`src/rtl/dem_pkg.sv`:
```
// Shared DEM definitions: LFSR width, default seed and feedback taps.
// The switching-block and tree-level code use the same constants.
package dem_pkg;
    localparam int LFSR_W = 16;
    typedef logic [LFSR_W-1:0] lfsr_t;
    localparam lfsr_t LFSR_SEED_DEF = 16'hACE1;
    // x^16+x^14+x^13+x^11+1 in right-shift form
    localparam int TAP0 = 0;
    localparam int TAP1 = 2;
    localparam int TAP2 = 3;
    localparam int TAP3 = 5;
endpackage

```
`src/rtl/dem_lfsr_step.sv`:
```
// Combinational unroll of STEPS Fibonacci LFSR shifts.
// Bit k of o_bits is the bit shifted out by step k.
module dem_lfsr_step
    import dem_pkg::*;
#(
    parameter int STEPS = 5
) (
    input  lfsr_t            i_state,
    output lfsr_t            o_state,
    output logic [STEPS-1:0] o_bits
);
    always_comb begin
        lfsr_t w_acc;
        w_acc  = i_state;
        o_bits = '0;
        for (int k = 0; k < STEPS; k++) begin
            o_bits[k] = w_acc[0];
            w_acc     = {w_acc[TAP0] ^ w_acc[TAP1] ^ w_acc[TAP2] ^ w_acc[TAP3],
                         w_acc[LFSR_W-1:1]};
        end
        o_state = w_acc;
    end
endmodule

```
`src/rtl/dem_pn_generator.sv`:
```
// Per-sample pseudorandom control bits for the DEM switching-block tree.
// Priority at each edge: reset > lock-up recovery > seed load > sample.
module dem_pn_generator
    import dem_pkg::*;
#(
    parameter int    NUM_SW   = 5,
    parameter lfsr_t SEED_DEF = LFSR_SEED_DEF
) (
    input  logic              clk_i,
    input  logic              reset_i,
    input  logic              sample_en_i,
    input  logic              seed_load_i,
    input  lfsr_t             seed_i,
    output logic [NUM_SW-1:0] pn_seq_o,
    output logic              pn_valid_o,
    output logic              lockup_o
);
    lfsr_t             r_lfsr;
    lfsr_t             w_next;
    logic [NUM_SW-1:0] w_bits;

    dem_lfsr_step #(.STEPS(NUM_SW)) u_step (
        .i_state (r_lfsr),
        .o_state (w_next),
        .o_bits  (w_bits)
    );

    always_ff @(posedge clk_i or posedge reset_i) begin
        if (reset_i) begin
            r_lfsr     <= SEED_DEF;
            pn_seq_o   <= '0;
            pn_valid_o <= 1'b0;
            lockup_o   <= 1'b0;
        end else begin
            pn_valid_o <= 1'b0;
            lockup_o   <= 1'b0;
            // All-zero is only reachable via a zero seed; recover and drop any sample.
            if (r_lfsr == '0) begin
                r_lfsr   <= SEED_DEF;
                lockup_o <= 1'b1;
            end else if (seed_load_i) begin
                r_lfsr <= seed_i;
            end else if (sample_en_i) begin
                r_lfsr     <= w_next;
                pn_seq_o   <= w_bits;
                pn_valid_o <= 1'b1;
            end
        end
    end
endmodule

```
`config.mk`:
```
export PLATFORM = sky130hd
export DESIGN_NAME = dem_pn_generator
export DESIGN_NICKNAME = d
export VERILOG_FILES = /design/src/rtl/dem_pkg.sv /design/src/rtl/dem_lfsr_step.sv /design/src/rtl/dem_pn_generator.sv
export SDC_FILE = /design/constraint.sdc
export NUM_CORES = 1
export LEC_CHECK = 0
export CORE_ASPECT_RATIO = 1.25
export CORE_MARGIN = 5
export CORE_UTILIZATION = 40
export CTS_CLUSTER_DIAMETER = 80
export DETAILED_ROUTE_END_ITERATION = 8
export PLACE_DENSITY = 0.66
export SETUP_SLACK_MARGIN = 0.5
export SYNTH_ARGS = -nofsm -noshare
export SYNTH_HDL_FRONTEND = slang
export SYNTH_SLANG_ARGS = --single-unit
```
`constraint.sdc`:
```
create_clock -name clk_i -period 4.9 [get_ports clk_i]
set_input_delay 0.735 -clock clk_i [delete_from_list [all_inputs] [get_ports clk_i]]
set_output_delay 0.735 -clock clk_i [all_outputs]
set_load 0.02 [all_outputs]
```
-- Word level (Yosys, flattened, before mapping)
Cells that the tools add are included.
- bits of input ports: 20
- bits in registers: 23
- multiplexer cells: 7
- reduce and logical (&&, ||, !) cells: 3
- bitwise gates (word level): 17
- operators with widths (operator ; count):
    $mux W16 ; 3
    $logic_not A16 Y1 ; 1
    $xor A1 B1 Y1 ; 15
    $mux W1 ; 4
    $reduce_and A3 Y1 ; 1
    $reduce_bool A3 Y1 ; 1
    $not A1 Y1 ; 2

-- Longest topological paths before layout
Gate-level depths: netlist of the first run.
- depth after elaboration: 6
- depth in mapped cells: 7
- depth with buffers taken out: 5

-- Hierarchy
From an unflattened synthesis of the first run, not the netlist that was laid out.
- cell total of the unflattened synthesis: 117
- area, all modules: 1467.7 sq um
- by module, submodules not included (module ; area an instance (sq um) ; times used ; cells an instance):
    dem_pn_generator ; 1219.9 ; 1 ; 89
    dem_lfsr_step ; 247.7 ; 1 ; 28

-- Worst setup path after synthesis of the first run
No wires, ideal clock.
- kind: input-to-reg
- start point: input port sample_en_i
- end point: register pn_seq_o[0]
- setup slack: 3.163 ns
- setup time: 0.125 ns
- arrival time: 1.612 ns
- path buffers: 1
- cell stages on the path: 3
- data required time: 4.775 ns
- cell sequence: buf_2 -> nor3b_4 -> mux2_4
- word-level cells in the longest chain between the ends: 1
- RTL lines (what ; RTL line ; source):
    start: declaration ; dem_pn_generator.sv:11 ; input logic sample_en_i,
    $reduce_and A3 Y1 (no source line) ; n/a ;
    end signal: assignment ; dem_pn_generator.sv:45 ; pn_seq_o <= w_bits;
    end: declaration ; dem_pn_generator.sv:14 ; output logic [NUM_SW-1:0] pn_seq_o,
No other way between the ends.
A chain may end at the register's enable or synchronous reset.

-- Worst setup path after layout of the first run
Same ends and word-level chain as after synthesis.

==> results by group, run 1 <==
Worst setup path
  – CP Data Arrival Time: 2640 ps
  – Reg2reg start: r_lfsr[3]
  – Worst path max stage delay: 1050 ps
  – Crit-path cells: clkdlybuf4s50_1, nor3b_4, mux2_4
  – CP max FO: 19
  – R2R setup slack: 2920 ps
  – Critical Path Start Type: input port
  – WS Path Type: input port to register
  – Highest-delay cell along the critical path: clkdlybuf4s50_1
  – Critical path capture point type: register
  – Launch point of the worst path: sample_en_i
  – Reg-to-Reg End: pn_seq_o[0]
  – Req. time, crit path: 5120 ps
  – FF-to-FF path depth: 5

Min path
  – Hold Crit Start: pn_seq_o[3]
  – Hold EP: pn_seq_o[3]
  – Worst hold-check path type: register to register
  – Hold Path Cell Cnt: 1

Power and ir drop
  – PnR Total Power: 0.503 mW
  – Static Leak: 0.670 nW
  – Maximum vdd drop: 0.000164 V
  – PwrDens: 325 nW/µm²

Synth
  – Top post-synthesis cells by count: dfrtp_1, mux2i_1, nor2_1
  – Seq/Total Area, Yosys: 46.7%
  – Syn_nets: 132
  – Flops & latches, synth: 23
  – Most used DFF post-synth: dfrtp_1
  – Yosys top cell by area: dfrtp_1
  – Post-Synthesis Cell Area: 1250 µm²
  – Area share of the largest cell type after synthesis: 29.9%
  – Count of distinct cell types in the synthesized netlist: 21
  – Post-synth EDFFs: 0
  – Most frequent cell after synthesis: dfrtp_1
  – Synth top area cells: dfrtp_1, dfstp_2, mux2i_1
  – Average cell area after synthesis: 11.2 µm²
  – Synth async-reset ratio: 100%
  – Post-Syn Instances: 112
  – Ys Warns: 0

STA
  – Slew margin rel.: 30.5%
  – Min setup slack post-route: 2480 ps
  – Count of final setup violators: 0
  – Worst-margin pin slew: 1040 ps
  – RSZ-0062 raised after global routing: false
  – Tmin final: 2420 ps
  – Setup TNS: 0 ps
  – Count of final hold-check violations: 0
  – Slew Limit Fails: 0
  – Final Cycle Share: 49.4%
  – WHS: 527 ps
  – Clock skew: 2.63 ps
  – Top achievable clock speed: 413 MHz

Placed design
  – DP HPWL: 1.82 mm
  – Setup Slack @ Placement: 2130 ps
  – Port-buffer cells: 26
  – Final Wtd Congestion: 0.787
  – Post-DP Area: 1520 µm²
  – Post-Place Cells: 167

Cells and area
  – Post-route insts no fill: 171
  – Share of cells above drive strength 1: 18.5%
  – Antenna Cells: 0
  – Final #Nets: 156
  – Area Growth Syn to Fin: 23.3%
  – Final core utilization: 52.1%
  – Post-route cell area: 1550 µm²

Global route
  – Largest net degree at the start of global routing: 29
  – Grt ovf: 0
  – Grt met2 use: 21.3%
  – GR Util All Layers: 12.8%
  – Vias in the first global route: 943
  – Met1 Usage GRT: 15.9%
  – GRT Max-Usage Layer: met2
  – First-pass GRT wire length: 4.25 mm
  – Met3 global-route usage: 1.77%
  – Initial antenna violation count: 0

Clock tree
  – CTS Sinks: 23
  – Post-CTS Setup Inserts: 0
  – Resize count post-CTS: 0
  – Clk_lat worst skew: 320 ps
  – TritonCTS clock tree: done
  – CTS root buffer: clkbuf_4
  – Hold Buf Count CTS: 0
  – CTS max path bufs: 2
  – CTS H-tree depth: 1
  – Clk slew on worst S/H paths: 130 ps
  – TritonCTS Buffers: 3

Floorplanning
  – Die Y: 72.6 µm
  – Ports: 27
  – Die W: 60.1 µm
  – Core ar.: 2970 µm²
  – Die ar.: 4360 µm²
  – Initial core utilization: 42.2%
  – Rows: 22

Drt
  – DRT antenna net count: 0
  – First-pass DRT Iterations: 2
  – Wirelength per Cell: 14.9 µm
  – Avg Vias per Cell: 5.20
  – Detailed-route via count: 889
  – DRC: 0
  – Iteration-0 DRC Markers: 38
  – Total wire length: 2.55 mm

Run
  – Max-Cap Viols: 0

Status
  – Outcome: complete, no violations
==> cell families (layout without fill, tap and decap cells) <==
family          count (synthesis)  after routing  share of synthesized area, %
mux                            24             24                          21.6
xor+xnor                       13             13                          9.07
compound gates                 16             16                          6.98
buf+inv                         9             32                          3.69
simple gates                   27             27                          12.0
flops                          23             23                          46.7
==> routing by layer <==
| metal | vias up | wire [µm] | share of wire (%) |
|---|---|---|---|
| li1 | 429 | - | - |
| met4 | 0 | 51 | 2.0 |
| met2 | 20 | 1280 | 50 |
| met1 | 435 | 1150 | 45 |
| met3 | 5 | 72 | 2.8 |
| met5 | - | 0 | 0 |
==> cell type report <==
type | count | area, µm²
Tap cell | 36 | 45.0
Multi-Input combinational cell | 80 | 623
Sequential cell | 23 | 586
Inverter | 2 | 7.51
Timing Repair Buffer | 26 | 260
Clock buffer | 4 | 26.3
Fill cell | 280 | 1430
==> worst max path at each step <==
stage,cells past startpoint,endpoint
after detailed placement,3,pn_seq_o[0]
after global routing,3,pn_seq_o[0]
final,3,pn_seq_o[0]
after floorplan,3,pn_seq_o[0]
after CTS,3,pn_seq_o[0]
after global placement,3,pn_seq_o[2]
==> state kept, by name, summed over array words and instances, names as in the netlist <==
signal      cells
pn_valid_o      1
lockup_o        1
r_lfsr         16
pn_seq_o        5
==> report_power, final <==
group	internal [mW]	total [mW]	switching (mW)
logic	0.0903	0.153	0.0630
registers	0.226	0.258	0.0325
clock network	0.0319	0.0916	0.0597
total	0.348	0.503	0.155
==> placed cells by master (no fill, tap or decap), types with 3 or more instances in the layout <==
master | netlist | final
a21oi_1 | 11 | 11
clkbuf_4 | 0 | 3
clkdlybuf4s50_1 | 0 | 26
dfrtp_1 | 15 | 15
dfstp_2 | 8 | 8
mux2_2 | 5 | 5
mux2_4 | 5 | 5
mux2i_1 | 14 | 14
nand2_1 | 7 | 7
nor2_1 | 14 | 14
nor4_1 | 3 | 3
o21ai_0 | 3 | 3
xnor2_1 | 11 | 11
==> worst max-delay path, delay by kind of cell <==
family	cells	cell delay (ps)
mux	1	340
buf+inv	1	1050
simple gates	1	500
Power figures use the tool's default switching activity.
==> run 2, diff against run 1 <==
--- a/config.mk
+++ b/config.mk
@@ -10,7 +10,7 @@
 export CORE_UTILIZATION = 40
 export CTS_CLUSTER_DIAMETER = 80
 export DETAILED_ROUTE_END_ITERATION = 8
-export PLACE_DENSITY = 0.66
+export PLACE_DENSITY = 0.69
 export SETUP_SLACK_MARGIN = 0.5
 export SYNTH_ARGS = -nofsm -noshare
 export SYNTH_HDL_FRONTEND = slang
==> constraint.sdc (replaced) <==
create_clock -name clk_i -period 2.1 [get_ports clk_i]
set_input_delay 0.315 -clock clk_i [delete_from_list [all_inputs] [get_ports clk_i]]
set_output_delay 0.315 -clock clk_i [all_outputs]
set_load 0.02 [all_outputs]
==> run 2 against run 1 <==
Flip-flop and latch count unchanged. Utilization grew 6.1 points. Hold slack worse by 200 ps. Global-route usage is 1.9 points higher. Sequential share of layout area fell by 3.8 points. Non-clock buffer count up 18. Total power grew 140%. Count of clock-buffer cells in the layout stayed put. Critical endpoint is now pn_seq_o[4].
==> results by group, run 2 (synthesized netlist as in run 1, its figures left out) <==
Clock tree
  – TritonCTS clock tree: done
  – CTS root buffer: clkbuf_4
  – CTS H-tree depth: 1 (unchanged)
  – Clk_lat worst skew: 310 ps (about the same)
  – CTS Sinks: 23 (unchanged)
  – CTS max path bufs: 2 (unchanged)
  – TritonCTS Buffers: 3 (unchanged)
  – Clk slew on worst S/H paths: 130 ps (about the same)

Drt
  – DRC: 0 (unchanged)
  – DRT antenna net count: 0 (unchanged)
  – Avg Vias per Cell: 5.17 (-0.47%)
  – First-pass DRT Iterations: 4 (+2)
  – Detailed-route via count: 978 (+10%)
  – Total wire length: 2.90 mm (+14%)
  – Iteration-0 DRC Markers: 30 (-21%)
  – Wirelength per Cell: 15.3 µm (+3.0%)

Placed design
  – DP HPWL: 1.99 mm (+9.2%)
  – Port-buffer cells: 26 (unchanged)
  – Post-Place Cells: 171 (+2.4%)
  – Final Wtd Congestion: 0.924 (+17%)

Global route
  – Met1 Usage GRT: 18.6% (+2.7 points)
  – First-pass GRT wire length: 4.89 mm (+15%)
  – GR Util All Layers: 14.7% (+1.9 points)
  – Met3 global-route usage: 1.59% (-0.18 points)
  – Largest net degree at the start of global routing: 28 (-3.4%)
  – Initial antenna violation count: 0 (unchanged)
  – Grt ovf: 0 (unchanged)
  – Vias in the first global route: 1018 (+8.0%)
  – GRT Max-Usage Layer: met2
  – Grt met2 use: 25.0% (+3.7 points)

Power and ir drop
  – Sw Share: 31.1% (+0.27 points)
  – Maximum vdd drop: 0.000335 V (+100%)
  – Gate power share: 34.3% (+3.8 points)
  – Net Sw Power: 0.381 mW (+150%)
  – Sequential power share: 49.0% (-2.3 points)
  – PwrDens: 708 nW/µm² (+120%)
  – Clock power frac: 16.7% (-1.5 points)
  – Static Leak: 0.802 nW (+20%)
  – Cell Int Power: 0.843 mW (+140%)

STA
  – Slew margin rel.: 80.5% (+50 points)
  – Slew Limit Fails: 0 (unchanged)
  – Count of final hold-check violations: 0 (unchanged)
  – Worst-margin pin slew: 293 ps (-746 ps)
  – Final Cycle Share: 75.4%
  – Tmin final: 1580 ps
  – Count of final setup violators: 0 (unchanged)
  – Top achievable clock speed: 632 MHz
  – Clock skew: 8.39 ps (+5.76 ps)
  – RSZ-0062 raised after global routing: true
  – Setup TNS: 0 ps (unchanged)

Cells and area
  – Commonest non-fill, non-tap cells in the layout: clkdlybuf4s50_1, buf_4, mux2i_1, nor2_1, dfrtp_1
  – Largest reg by FF count: r_lfsr
  – Regs by FF count: r_lfsr x16, pn_seq_o x5
  – Antenna Cells: 0 (unchanged)
  – Commonest non-fill, non-tap cell in the layout: clkdlybuf4s50_1
  – Max FFs per register: 16 (unchanged)
  – Share of cells above drive strength 1: 32.7% (+14 points)
  – Area Growth Syn to Fin: 37.8%
  – Post-route insts no fill: 189 (+11%)
  – Final #Nets: 174 (+12%)

Worst setup path
  – Crit-path cells: nor4_4, nand4_2, inv_2, nor3b_4, buf_6, mux2_4
  – Reg2reg start: r_lfsr[5]
  – Reg-to-Reg End: pn_seq_o[4]
  – Req. time, crit path: 2300 ps (-2820 ps)
  – Critical Path Start Type: register
  – CP Data Arrival Time: 1780 ps (-860 ps)
  – CP max FO: 4 (-15)
  – Worst path max stage delay: 620 ps (-430 ps)
  – WS Path Type: register to register
  – Critical path capture point type: register
  – R2R setup slack: 520 ps (-2400 ps)
  – FF-to-FF path depth: 6 (+1)
  – Highest-delay cell along the critical path: dfstp_2

Floorplanning
  – Core ar.: 2970 µm² (unchanged)
  – Ports: 27 (unchanged)
  – Rows: 22 (unchanged)
  – Die W: 60.1 µm (unchanged)
  – Die Y: 72.6 µm (unchanged)
  – Initial core utilization: 42.2% (unchanged)
  – Die ar.: 4360 µm² (unchanged)

Min path
  – Worst hold-check path type: input port to asynchronous set/reset pin

Run
  – Max-Cap Viols: 0 (unchanged)

Status
  – Outcome: complete, no violations
## run 2: through the flow
step | utilization, % | area (µm²) | setup WS, ps | power, mW | hold WS, ps
6_report | 58.2 | 1730 | 516 | 1.22 | 329
3_5_place_dp | 52.2 | 1550 | 315 | 0.981 | 500
5_1_grt | 58.2 | 1730 | 472 | 1.29 | 351
4_1_cts | 55.2 | 1640 | 503 | 1.20 | 339
3_3_place_gp | 52.2 | 1550 | 350 | 0.970 | 498
2_1_floorplan | - | 1250 | 441 | 0.849 | 311
## run 2: per-layer routing
layer | part of all wire, % | up-vias
li1 | - | 469
met1 | 40 | 485
met2 | 54 | 20
met3 | 3.9 | 4
met4 | 1.4 | 0
met5 | 0 | -
## run 2: layout make-up
class / count / area [µm²]
Timing Repair Buffer: 44 / 403
Sequential cell: 23 / 589
Inverter: 2 / 7.51
Clock buffer: 4 / 26.3
Tap cell: 36 / 45.0
Multi-Input combinational cell: 80 / 658
Fill cell: 265 / 1240
## run 2: worst max-delay path by stage
stage / cells past startpoint / start / slack (ps) / to
floorplan: 6 / r_lfsr[6] / 440 / pn_seq_o[0]
global placement: 5 / sample_en_i / 350 / r_lfsr[6]
detailed placement: 5 / sample_en_i / 320 / r_lfsr[6]
CTS: 1 / pn_seq_o[4] / 500 / pn_seq_o[4]
global route: 6 / r_lfsr[5] / 470 / pn_seq_o[4]
finish: 6 / r_lfsr[5] / 520 / pn_seq_o[4]
## run 2: timing repair
item | in CTS | in global routing
buffers inserted | 6 | 8
hold buffers | 0 | 0
resized for setup | 10 | 6
pin swaps | 3 | 4
setup endpoints to repair | 15 | 8
## run 2: critical path, delay by kind of cell, from the launching register on
family,cells,cell delay (ps)
muxes,1,290
and+or+nand+nor,3,360
buffers and inverters,2,200
DFF,1,620
## run 2: power by group through the flow
stage / logic [mW] / registers [mW] / clock network, mW
after detailed placement: 0.370 / 0.611 / 0
final: 0.420 / 0.600 / 0.204
after global routing: 0.459 / 0.609 / 0.226
after floorplan: 0.240 / 0.609 / 0
after CTS: 0.388 / 0.600 / 0.210
after global placement: 0.362 / 0.608 / 0
==> run 3, diff against run 2 <==
==> constraint.sdc (replaced) <==
create_clock -name clk_i -period 1.4 [get_ports clk_i]
set_input_delay 0.21 -clock clk_i [delete_from_list [all_inputs] [get_ports clk_i]]
set_output_delay 0.21 -clock clk_i [all_outputs]
set_load 0.02 [all_outputs]
==> run 3 against run 2 <==
The run now ends with setup timing left. Critical endpoint is now r_lfsr[13]. Largest cell class unchanged. Worst setup slack lost 740 ps. Clock power grew 57%. Cell count grew 11%. Flip-flop and latch count is the same. Total power grew 65%. Die area is the same. Sequential power grew 47%. Via count grew 6.3%. Count of clock-buffer cells in the layout is the same. Hold slack lost 110 ps. Cell area grew 13%. Clock skew grew 2.6 ps.
==> results by group, run 3 (synthesized netlist as in run 1, its figures left out) <==
Cells and area
  – Share of cells above drive strength 1: 43.4% (+11 points)
  – Antenna Cells: 0 (unchanged)
  – Final #Nets: 194 (+11%)
  – Area Growth Syn to Fin: 55.2%
  – Commonest non-fill, non-tap cell in the layout: buf_4
  – Commonest non-fill, non-tap cells in the layout: buf_4, clkdlybuf4s50_1, dfrtp_1
  – Largest reg by FF count: r_lfsr
  – Fill cells: 214 (-19%)
  – Final core utilization: 65.5% (+7.4 points)
  – Max FFs per register: 16 (unchanged)
  – Regs by FF count: r_lfsr x16, pn_seq_o x5

Min path
  – Worst hold-check path type: input port to asynchronous set/reset pin

Global route
  – Initial antenna violation count: 0 (unchanged)
  – Grt ovf: 0 (unchanged)
  – Vias in the first global route: 1079 (+6.0%)
  – First-pass GRT wire length: 5.28 mm (+7.9%)
  – Largest net degree at the start of global routing: 28 (unchanged)
  – GR Util All Layers: 16.3% (+1.6 points)

Worst setup path
  – Crit path max-delay family: buffers and inverters
  – Crit path buf inv count: 4 (+2)
  – Req. time, crit path: 1630 ps (-670 ps)
  – CP max FO: 6 (+2)
  – Critical Path Start Type: register
  – Highest-delay cell along the critical path: dfrtp_1
  – Critical path capture point type: register
  – WS Path Type: register to register
  – CP Data Arrival Time: 1860 ps (+80 ps)
  – Worst path max stage delay: 430 ps (-190 ps)
  – Crit-path cells: nor4_2, nand4_2, inv_2, buf_4, buf_6, buf_8, a21oi_1, o21ai_1

Drt
  – Iteration-0 DRC Markers: 31 (+3.3%)
  – DRT antenna net count: 0 (unchanged)
  – Wirelength per Cell: 15.8 µm (+2.8%)
  – Avg Vias per Cell: 4.98 (-3.8%)
  – Total wire length: 3.30 mm (+14%)
  – DRC: 0 (unchanged)
  – Detailed-route via count: 1040 (+6.3%)
  – First-pass DRT Iterations: 4 (unchanged)

Power and ir drop
  – Maximum vdd drop: 0.000614 V (+83%)
  – Static Leak: 0.903 nW (+13%)
  – PwrDens: 1040 nW/µm² (+47%)

Clock tree
  – CTS max path bufs: 2 (unchanged)
  – TritonCTS Buffers: 3 (unchanged)
  – CTS Sinks: 23 (unchanged)
  – TritonCTS clock tree: done
  – Clk_lat worst skew: 320 ps (about the same)
  – CTS H-tree depth: 1 (unchanged)
  – Clk slew on worst S/H paths: 140 ps (about the same)
  – CTS root buffer: clkbuf_4
  – Hold Buf Count CTS: 0 (unchanged)

Placed design
  – Setup Slack @ Placement: -230 ps (-545 ps)
  – Port-buffer cells: 26 (unchanged)
  – Final Wtd Congestion: 0.919 (-0.52%)
  – DP HPWL: 2.27 mm (+14%)

Status
  – Outcome: finished, violations left
  – Failing checks: setup timing

STA
  – Slew Limit Fails: 0 (unchanged)
  – Slew margin rel.: 80.0% (-0.48 points)
  – Min setup slack post-route: -228 ps (-745 ps)
  – Count of final setup violators: 22 (+22)
  – Count of final hold-check violations: 0 (unchanged)
  – Final Cycle Share: 116% (+41 points)
  – Clock skew: 10.9 ps (+2.56 ps)
  – Worst-margin pin slew: 300 ps (+7.14 ps)
  – Top achievable clock speed: 614 MHz (-2.8%)
  – RSZ-0062 raised after global routing: true
  – Tmin final: 1630 ps (+44.9 ps)
  – WHS: 218 ps (-111 ps)

Floorplanning
  – Initial core utilization: 42.2% (unchanged)
  – Die W: 60.1 µm (unchanged)
  – Die Y: 72.6 µm (unchanged)
  – Die ar.: 4360 µm² (unchanged)
  – Rows: 22 (unchanged)
  – Ports: 27 (unchanged)
  – Core ar.: 2970 µm² (unchanged)

Run
  – Max-Cap Viols: 0 (unchanged)
[run 3: final cells by class]
type | instances | area [µm²] | area share (%)
clock buffers | 4 | 26.3 | 1.35
inverters | 2 | 7.51 | 0.385
multi-input cells | 80 | 657 | 33.7
flip-flops and latches | 23 | 586 | 30.1
well taps | 36 | 45.0 | 2.31
repair buffers | 64 | 627 | 32.2
[run 3: worst paths after layout]
path                            slack [ps]  cells past startpoint  startpoint          to
worst min-delay path                   220                      3     reset_i   r_lfsr[1]
worst max register to register        -230                      8   r_lfsr[3]  r_lfsr[13]
min in group clk_i                     430                      3  seed_i[12]  r_lfsr[12]
worst min register to register         610                      2  r_lfsr[11]  r_lfsr[11]
max in group asynchronous              890                      3     reset_i   r_lfsr[7]
worst max-delay path                  -230                      8   r_lfsr[3]  r_lfsr[13]
[run 3: per-stage QoR]
step	setup TNS (ps)	instance area, µm²	power (mW)	instances
6_report	-2460	1950	2.02	209
2_1_floorplan	-1380	1260	1.28	112
3_5_place_dp	-2760	1690	1.58	187
3_3_place_gp	-2570	1690	1.56	187
4_1_cts	-1410	1900	1.99	204
5_1_grt	-4260	1950	2.14	209
[run 3: timing repair]
item,4_1_cts,5_1_grt
pin swaps,7,2
setup endpoints to repair,30,30
gates cloned,1,0
buffers inserted,12,5
gates resized for setup,52,0
[run 3: worst reg2reg max path, stage by stage (launching register included)]
cell and delay [ps]:
dfrtp_1 430, nor4_2 290, nand4_2 150, inv_2 110
buf_4 120, buf_6 110, buf_8 120, a21oi_1 70
o21ai_1 140
[run 3: power by group]
part,switching (mW),total [mW],internal (mW),leakage (nW)
combinational,0.331,0.820,0.490,0.620
clock,0.209,0.320,0.111,0.0150
sequential,0.0901,0.880,0.790,0.268
total,0.629,2.02,1.39,0.903
[run 3: layer usage]
metal / share of wire (%) / up-vias / track usage [%] / wire [µm]
met4: 2.0 / 0 / 6.65 / 65
met3: 2.9 / 6 / 0.708 / 94
met2: 55 / 20 / 30.2 / 1830
met1: 40 / 508 / 19.0 / 1310
li1: - / 506 / - / -
met5: 0 / - / 0 / 0
